File: src/rtl/udp_video_rx.sv
// rtl/udp_video_rx.sv - GMII receive parser: strips Ethernet/IPv4/UDP headers and streams video payload bytes
module udp_video_rx #(
   parameter logic [47:0] LOCAL_MAC   = 48'h00_0A_35_01_FE_C0,
   parameter logic [31:0] LOCAL_IP    = 32'hC0A8_0002,
   parameter logic [15:0] LOCAL_PORT  = 16'd8080,
   parameter logic [15:0] MAX_PAYLOAD = 16'd864
) (
   input  logic        clk,
   input  logic        rst,
   input  logic        rxdv,
   input  logic        rxer,
   input  logic [7:0]  rxd,
   input  logic        fifo_full,
   output logic [7:0]  out_data,
   output logic        out_valid,
   output logic        out_sop,
   output logic        out_eop,
   output logic [10:0] frame_index,
   output logic        pkt_ok,
   output logic        pkt_err,
   output logic [15:0] ok_cnt,
   output logic [15:0] err_cnt
);
   typedef enum logic [3:0] {
      S_WAIT_IDLE, S_IDLE, S_PREAMBLE, S_ETH, S_IP, S_UDP, S_INDEX, S_PAYLOAD, S_DROP
   } state_t;

   state_t      r_state, w_state_nxt;
   logic [10:0] r_cnt;
   logic        r_mac_loc, r_mac_bc, r_mac_pass;
   logic [15:0] r_len;
   logic [10:0] r_pay_len, r_shadow;
   logic [7:0]  w_mac_byte, w_ip_byte;
   logic        w_bad, w_hdr_err, w_drop, w_wr, w_sop, w_eop, w_ok, w_err, w_trunc;
   logic        w_mac_loc, w_mac_bc, w_mac_set;

   // a byte that arrives without rxdv or with rxer kills any frame in progress
   assign w_bad     = !rxdv || rxer;
   assign w_mac_loc = ((r_cnt == 11'd0) || r_mac_loc) && (rxd == w_mac_byte);
   assign w_mac_bc  = ((r_cnt == 11'd0) || r_mac_bc) && (rxd == 8'hFF);
   assign w_mac_set = (r_state == S_ETH) && (r_cnt == 11'd5) && !w_drop;
   // errors are only reported once the frame was known to be addressed to us
   assign w_err     = w_drop && r_mac_pass;
   assign w_trunc   = w_drop && (r_state == S_PAYLOAD) && (r_cnt != 11'd0);

   // expected MAC / IP byte for the current header offset
   always_comb begin
      w_mac_byte = LOCAL_MAC[7:0];
      w_ip_byte  = LOCAL_IP[7:0];
      case (r_cnt[2:0])
         3'd0:    w_mac_byte = LOCAL_MAC[47:40];
         3'd1:    w_mac_byte = LOCAL_MAC[39:32];
         3'd2:    w_mac_byte = LOCAL_MAC[31:24];
         3'd3:    w_mac_byte = LOCAL_MAC[23:16];
         3'd4:    w_mac_byte = LOCAL_MAC[15:8];
         default: w_mac_byte = LOCAL_MAC[7:0];
      endcase
      case (r_cnt[1:0])
         2'd0:    w_ip_byte = LOCAL_IP[31:24];
         2'd1:    w_ip_byte = LOCAL_IP[23:16];
         2'd2:    w_ip_byte = LOCAL_IP[15:8];
         default: w_ip_byte = LOCAL_IP[7:0];
      endcase
   end

   // header field checks at fixed byte offsets within each header state
   always_comb begin
      w_hdr_err = 1'b0;
      case (r_state)
         S_ETH: begin
            if (r_cnt == 11'd5 && !(w_mac_loc || w_mac_bc)) w_hdr_err = 1'b1;
            if (r_cnt == 11'd12 && rxd != 8'h08)            w_hdr_err = 1'b1;
            if (r_cnt == 11'd13 && rxd != 8'h00)            w_hdr_err = 1'b1;
         end
         S_IP: begin
            if (r_cnt == 11'd0 && rxd != 8'h45)             w_hdr_err = 1'b1;
            if (r_cnt == 11'd9 && rxd != 8'h11)             w_hdr_err = 1'b1;
            if (r_cnt >= 11'd16 && rxd != w_ip_byte)        w_hdr_err = 1'b1;
         end
         S_UDP: begin
            if (r_cnt == 11'd2 && rxd != LOCAL_PORT[15:8])  w_hdr_err = 1'b1;
            if (r_cnt == 11'd3 && rxd != LOCAL_PORT[7:0])   w_hdr_err = 1'b1;
            if (r_cnt == 11'd7 && (r_len < 16'd11 || r_len > MAX_PAYLOAD + 16'd8))
               w_hdr_err = 1'b1;
         end
         default: w_hdr_err = 1'b0;
      endcase
   end

   // next-state and per-byte decisions
   always_comb begin
      w_state_nxt = r_state;
      w_wr        = 1'b0;
      w_sop       = 1'b0;
      w_eop       = 1'b0;
      w_ok        = 1'b0;
      w_drop      = 1'b0;
      case (r_state)
         S_WAIT_IDLE: if (!rxdv) w_state_nxt = S_IDLE;
         S_IDLE: begin
            if (rxdv) w_state_nxt = (!rxer && rxd == 8'h55) ? S_PREAMBLE : S_WAIT_IDLE;
         end
         S_PREAMBLE: begin
            if (w_bad)                                w_drop = 1'b1;
            else if (rxd == 8'hD5)                    w_state_nxt = S_ETH;
            else if (!(rxd == 8'h55 && r_cnt < 11'd6)) w_drop = 1'b1;
         end
         S_ETH: begin
            if (w_bad || w_hdr_err)       w_drop = 1'b1;
            else if (r_cnt == 11'd13)     w_state_nxt = S_IP;
         end
         S_IP: begin
            if (w_bad || w_hdr_err)       w_drop = 1'b1;
            else if (r_cnt == 11'd19)     w_state_nxt = S_UDP;
         end
         S_UDP: begin
            if (w_bad || w_hdr_err)       w_drop = 1'b1;
            else if (r_cnt == 11'd7)      w_state_nxt = S_INDEX;
         end
         S_INDEX: begin
            if (w_bad)                    w_drop = 1'b1;
            else if (r_cnt == 11'd1)      w_state_nxt = S_PAYLOAD;
         end
         S_PAYLOAD: begin
            if (w_bad || fifo_full) begin
               w_drop = 1'b1;
            end else begin
               w_wr  = 1'b1;
               w_sop = (r_cnt == 11'd0);
               if (r_cnt == r_pay_len - 11'd1) begin
                  w_eop       = 1'b1;
                  w_ok        = 1'b1;
                  w_state_nxt = S_WAIT_IDLE;
               end
            end
         end
         S_DROP:  w_state_nxt = S_WAIT_IDLE;
         default: w_state_nxt = S_WAIT_IDLE;
      endcase
      if (w_drop) w_state_nxt = S_DROP;
   end

   // state, byte counter, latched header fields and registered outputs
   always_ff @(posedge clk) begin
      if (rst) begin
         r_state     <= S_WAIT_IDLE;
         r_cnt       <= 11'd0;
         r_mac_loc   <= 1'b0;
         r_mac_bc    <= 1'b0;
         r_mac_pass  <= 1'b0;
         r_len       <= 16'd0;
         r_pay_len   <= 11'd0;
         r_shadow    <= 11'd0;
         out_data    <= 8'd0;
         out_valid   <= 1'b0;
         out_sop     <= 1'b0;
         out_eop     <= 1'b0;
         frame_index <= 11'd0;
         pkt_ok      <= 1'b0;
         pkt_err     <= 1'b0;
         ok_cnt      <= 16'd0;
         err_cnt     <= 16'd0;
      end else begin
         r_state <= w_state_nxt;
         r_cnt   <= (w_state_nxt != r_state) ? 11'd0 : r_cnt + 11'd1;
         if (r_state == S_ETH) begin
            r_mac_loc <= w_mac_loc;
            r_mac_bc  <= w_mac_bc;
         end
         if (r_state == S_IDLE) r_mac_pass <= 1'b0;
         else if (w_mac_set)    r_mac_pass <= 1'b1;
         if (r_state == S_UDP && r_cnt == 11'd4) r_len[15:8] <= rxd;
         if (r_state == S_UDP && r_cnt == 11'd5) r_len[7:0]  <= rxd;
         if (r_state == S_UDP && r_cnt == 11'd7) r_pay_len   <= r_len[10:0] - 11'd10;
         if (r_state == S_INDEX && r_cnt == 11'd0) r_shadow[10:8] <= rxd[2:0];
         if (r_state == S_INDEX && r_cnt == 11'd1) r_shadow[7:0]  <= rxd;
         out_valid <= w_wr;
         if (w_wr) out_data <= rxd;
         out_sop <= w_sop;
         out_eop <= w_eop || w_trunc;
         pkt_ok  <= w_ok;
         pkt_err <= w_err;
         if (w_ok) begin
            frame_index <= r_shadow;
            ok_cnt      <= ok_cnt + 16'd1;
         end
         if (w_err) err_cnt <= err_cnt + 16'd1;
      end
   end
endmodule

File: config.mk
export PLATFORM = sky130hd
export DESIGN_NAME = udp_video_rx
export DESIGN_NICKNAME = d
export VERILOG_FILES = /design/src/rtl/udp_video_rx.sv
export SDC_FILE = /design/constraint.sdc
export NUM_CORES = 1
export LEC_CHECK = 0
export CAP_MARGIN = 20
export CORE_MARGIN = 1
export CORE_UTILIZATION = 30
export DETAILED_ROUTE_END_ITERATION = 16
export SLEW_MARGIN = 10
export SYNTH_ARGS = -nofsm -noshare
export SYNTH_HDL_FRONTEND = slang
export SYNTH_SLANG_ARGS = --single-unit
File: constraint.sdc
create_clock -name clk -period 7.8 [get_ports clk]
set_input_delay 1.56 -clock clk [delete_from_list [all_inputs] [get_ports clk]]
set_output_delay 1.56 -clock clk [all_outputs]
set_load 0.005 [all_outputs]
==> results.md <==
* Num CTS Buffers at 9
* Fin Clk Skew at 0.008775 ns
* Fraction of registers with async set/reset at 0%
* Placer Congestion at 0.8780
* First-pass GRT wire length at 23.94 mm
* Initial antenna violation count at 0
* CP delay by family, top: compound AO/OA/AOI/OAI gates
* Vias/cell at 4.998
* Yosys cell types at 65
* Die width at 142.5 µm
* Final setup viols at 0
* Clock Root Buffer: clkbuf_16
* M3 GR Usage at 3.331%
* TritonRoute pass-1 iters at 5
* Main synth FF type: dfxtp_1
* Critical path buffers and inverters at 1
* Layout cells sized above 1 at 6.191%
* Die Y at 142.5 µm
* Overall Global Routing Usage at 14.90%
* Cell row count at 51
* Met2 Use GR at 23.48%
* Initial drt markers at 311
* Post-synth top area share at 37.89%
* GR peak layer: met2
* Residual DRC at 0
* Final core utilization at 36.38%
* Number of global-route vias before repair at 4498
* Clk buf depth at 2
* Hold buffer count at cts at 0
* Final Critical Period at 4.900 ns
* Number of port buffers at 68
* Core area at 0.01940 mm²
* Final Hold Fails at 0
* Clk Latency, worst-skew pair at 0.36 ns
* Register area share after synthesis at 37.89%
* Slew @ Worst Pin at 1.057 ns
* Placed inst area at 0.006740 mm²
* Worst Path Arrival at 5.18 ns
* Mapped Nets at 725
* Worst hold-check path type: reg -> reg
* Fillers at 2033
* Final Slew Violations at 0
* Cell area after synthesis at 0.005918 mm²
* ANT cells at 0
* Crit Path Class: in -> reg
* Slew headroom at 29.00%
* Ranking of synthesized cells by area: dfxtp_1 38%, mux2i_1 8.1%, nor2_1 6.8%
* Worst-path cell chain: clkdlybuf4s50_1 > or4b_1 > nor4b_1 > nor3_1 > o32a_2 > o21a_2 > o31ai_4 > o21ai_0 > a21oi_1
* Maxcap violations at 0
* Initial core utilization at 30.51%
* Pwr/cell area at 156.7 mW/mm²
* Post-CTS resize count at 0
* Worst setup SP type: primary input
* Count leader, synth: dfxtp_1
* Status: complete, no violations
* Met1 usage at 20.18%
* DIE AREA at 0.02029 mm²
* Commonest cells post-synth: 112 x dfxtp_1, 108 x nor2_1, 48 x mux2i_1, 40 x nand2_1, 37 x xnor2_1
* Via count at 5038
* Peak VDD IR at 0.1072 mV
* ANT nets after route at 0
* Mapped Cells at 702
* Setup TNS at 0 ns
* Leading area contributor after synthesis: dfxtp_1
* RSZ-0062 raised after global routing: false
* WP data required at 8.08 ns
* Nets@finish at 761
* DP HPWL at 10.25 mm
* Setup bufs post-CTS at 0
* YS warnings at 0
* Worst-path fanout max at 30
* Largest net degree at the start of global routing at 66
* Slowest CP cell: o31ai_4
* CP Capture Type: flip-flop
* TritonCTS clock tree: yes
* Total Routed Length at 14.76 mm
* Period utilisation layout at 62.82%
* Flops & latches, synth at 112
* Average wire per standard cell at 14.65 µm
* EDFF count, synth at 0
* Fin area at 0.007058 mm²
* Hold_ws at 0.4857 ns
* Area growth syn-to-layout at 19.26%
* IO Count at 69
* Mean Syn Cell Area at 8.430 µm²
* Slowest stage delay, CP at 0.87 ns
* Grt total ovfl at 0
* FMAX at 204.1 MHz
* Leakage power at 2.473 nW
* Clock Sinks at 112
* Reg clk slew, reported paths at 0.07 ns
* H-tree level count at 3
==> final timing paths <==
check                                               start                          end  slack [ns]  depth (start not counted)
worst max-delay path                               rxd[6]      err_cnt[3]$_SDFFE_PP0P_        2.90                          9
worst min-delay path             err_cnt[15]$_SDFFE_PP0P_     err_cnt[15]$_SDFFE_PP0P_        0.49                          2
worst max register to register  r_pay_len[0]$_SDFFE_PP0P_  frame_index[7]$_SDFFE_PP0P_        4.08                         10
worst min register to register   err_cnt[15]$_SDFFE_PP0P_     err_cnt[15]$_SDFFE_PP0P_        0.49                          2
==> area by class of cell <==
class	count	area (µm²)	share of cell area, %
Clock buffer	10	239.0	3.386
Clock inverter	6	73.82	1.046
Inverter	15	56.30	0.7977
Multi-Input combinational cell	528	3412	48.34
Sequential cell	112	2242	31.77
Tap cell	265	331.6	4.698
Timing Repair Buffer	72	703.2	9.963
==> per-stage QoR <==
stage,cells,setup slack (ns),power (mW)
after global routing,1008,2.648,1.149
after floorplan,702,3.797,0.6210
final,1008,2.900,1.106
after detailed placement,991,2.569,0.6388
after global placement,991,2.581,0.6389
after CTS,1007,2.936,1.122
==> layer usage <==
layer	part of all wire [%]	vias up
li1	-	2568
met1	48	2344
met2	45	115
met3	5.1	11
met4	1.1	0
met5	0	-
==> placed cells by master, fill, tap and decap left out, drive strengths merged, types with 3 or more instances in the layout <==
master / Yosys / final
dfxtp: 112 / 112
nor2: 110 / 110
clkdlybuf4s50: 0 / 67
mux2i: 48 / 48
nand2: 40 / 40
xnor2: 37 / 37
nor3: 37 / 37
a21oi: 34 / 34
nand3: 28 / 28
o21ai: 22 / 22
inv: 15 / 17
and3: 14 / 14
nor4: 14 / 14
or3: 13 / 13
a211oi: 12 / 12
nand4: 11 / 11
clkbuf: 36 / 11
ha: 10 / 10
or4: 9 / 9
nor4b: 8 / 8
xor2: 7 / 7
o31ai: 7 / 7
and2: 6 / 6
nand2b: 6 / 6
nor2b: 5 / 5
o211ai: 4 / 4
buf: 11 / 4
or4b: 3 / 3
nand4b: 3 / 3
and4: 3 / 3
a21boi: 3 / 3
o21a: 3 / 3
==> registers in the layout, indices dropped and copies added, names as in the netlist, 4 cells and up <==
register,cells
r_state,4
err_cnt,16
ok_cnt,16
frame_index,11
out_data,8
r_pay_len,11
r_shadow,11
r_len,16
r_cnt,11
==> worst register-to-register path, cell delays in order (launching register included) <==
cell,delay [ns]
dfxtp_1,0.42
inv_1,0.07
ha_1,0.30
xnor2_1,0.12
or4_1,0.47
nor3_1,0.15
nand4_1,0.17
or4_1,0.76
nor2_2,0.76
mux2i_1,0.30
nor2_1,0.06
==> where the power goes <==
group | switching, mW | internal, mW | total (mW)
combinational | 0.0342 | 0.0167 | 0.0509
clock | 0.219 | 0.262 | 0.481
sequential | 0.00240 | 0.572 | 0.574
==> cell families after synthesis <==
family / Yosys count / synth area share [%]
AND/OR/NAND/NOR: 319 / 28.75
flip-flops: 112 / 37.89
AO/OA/AOI/OAI: 105 / 11.78
buffers and inverters: 62 / 4.461
multiplexers: 50 / 8.499
XOR/XNOR: 44 / 6.512
adder cells (fa/ha/maj): 10 / 2.114
(Power assumes the default switching activity.)
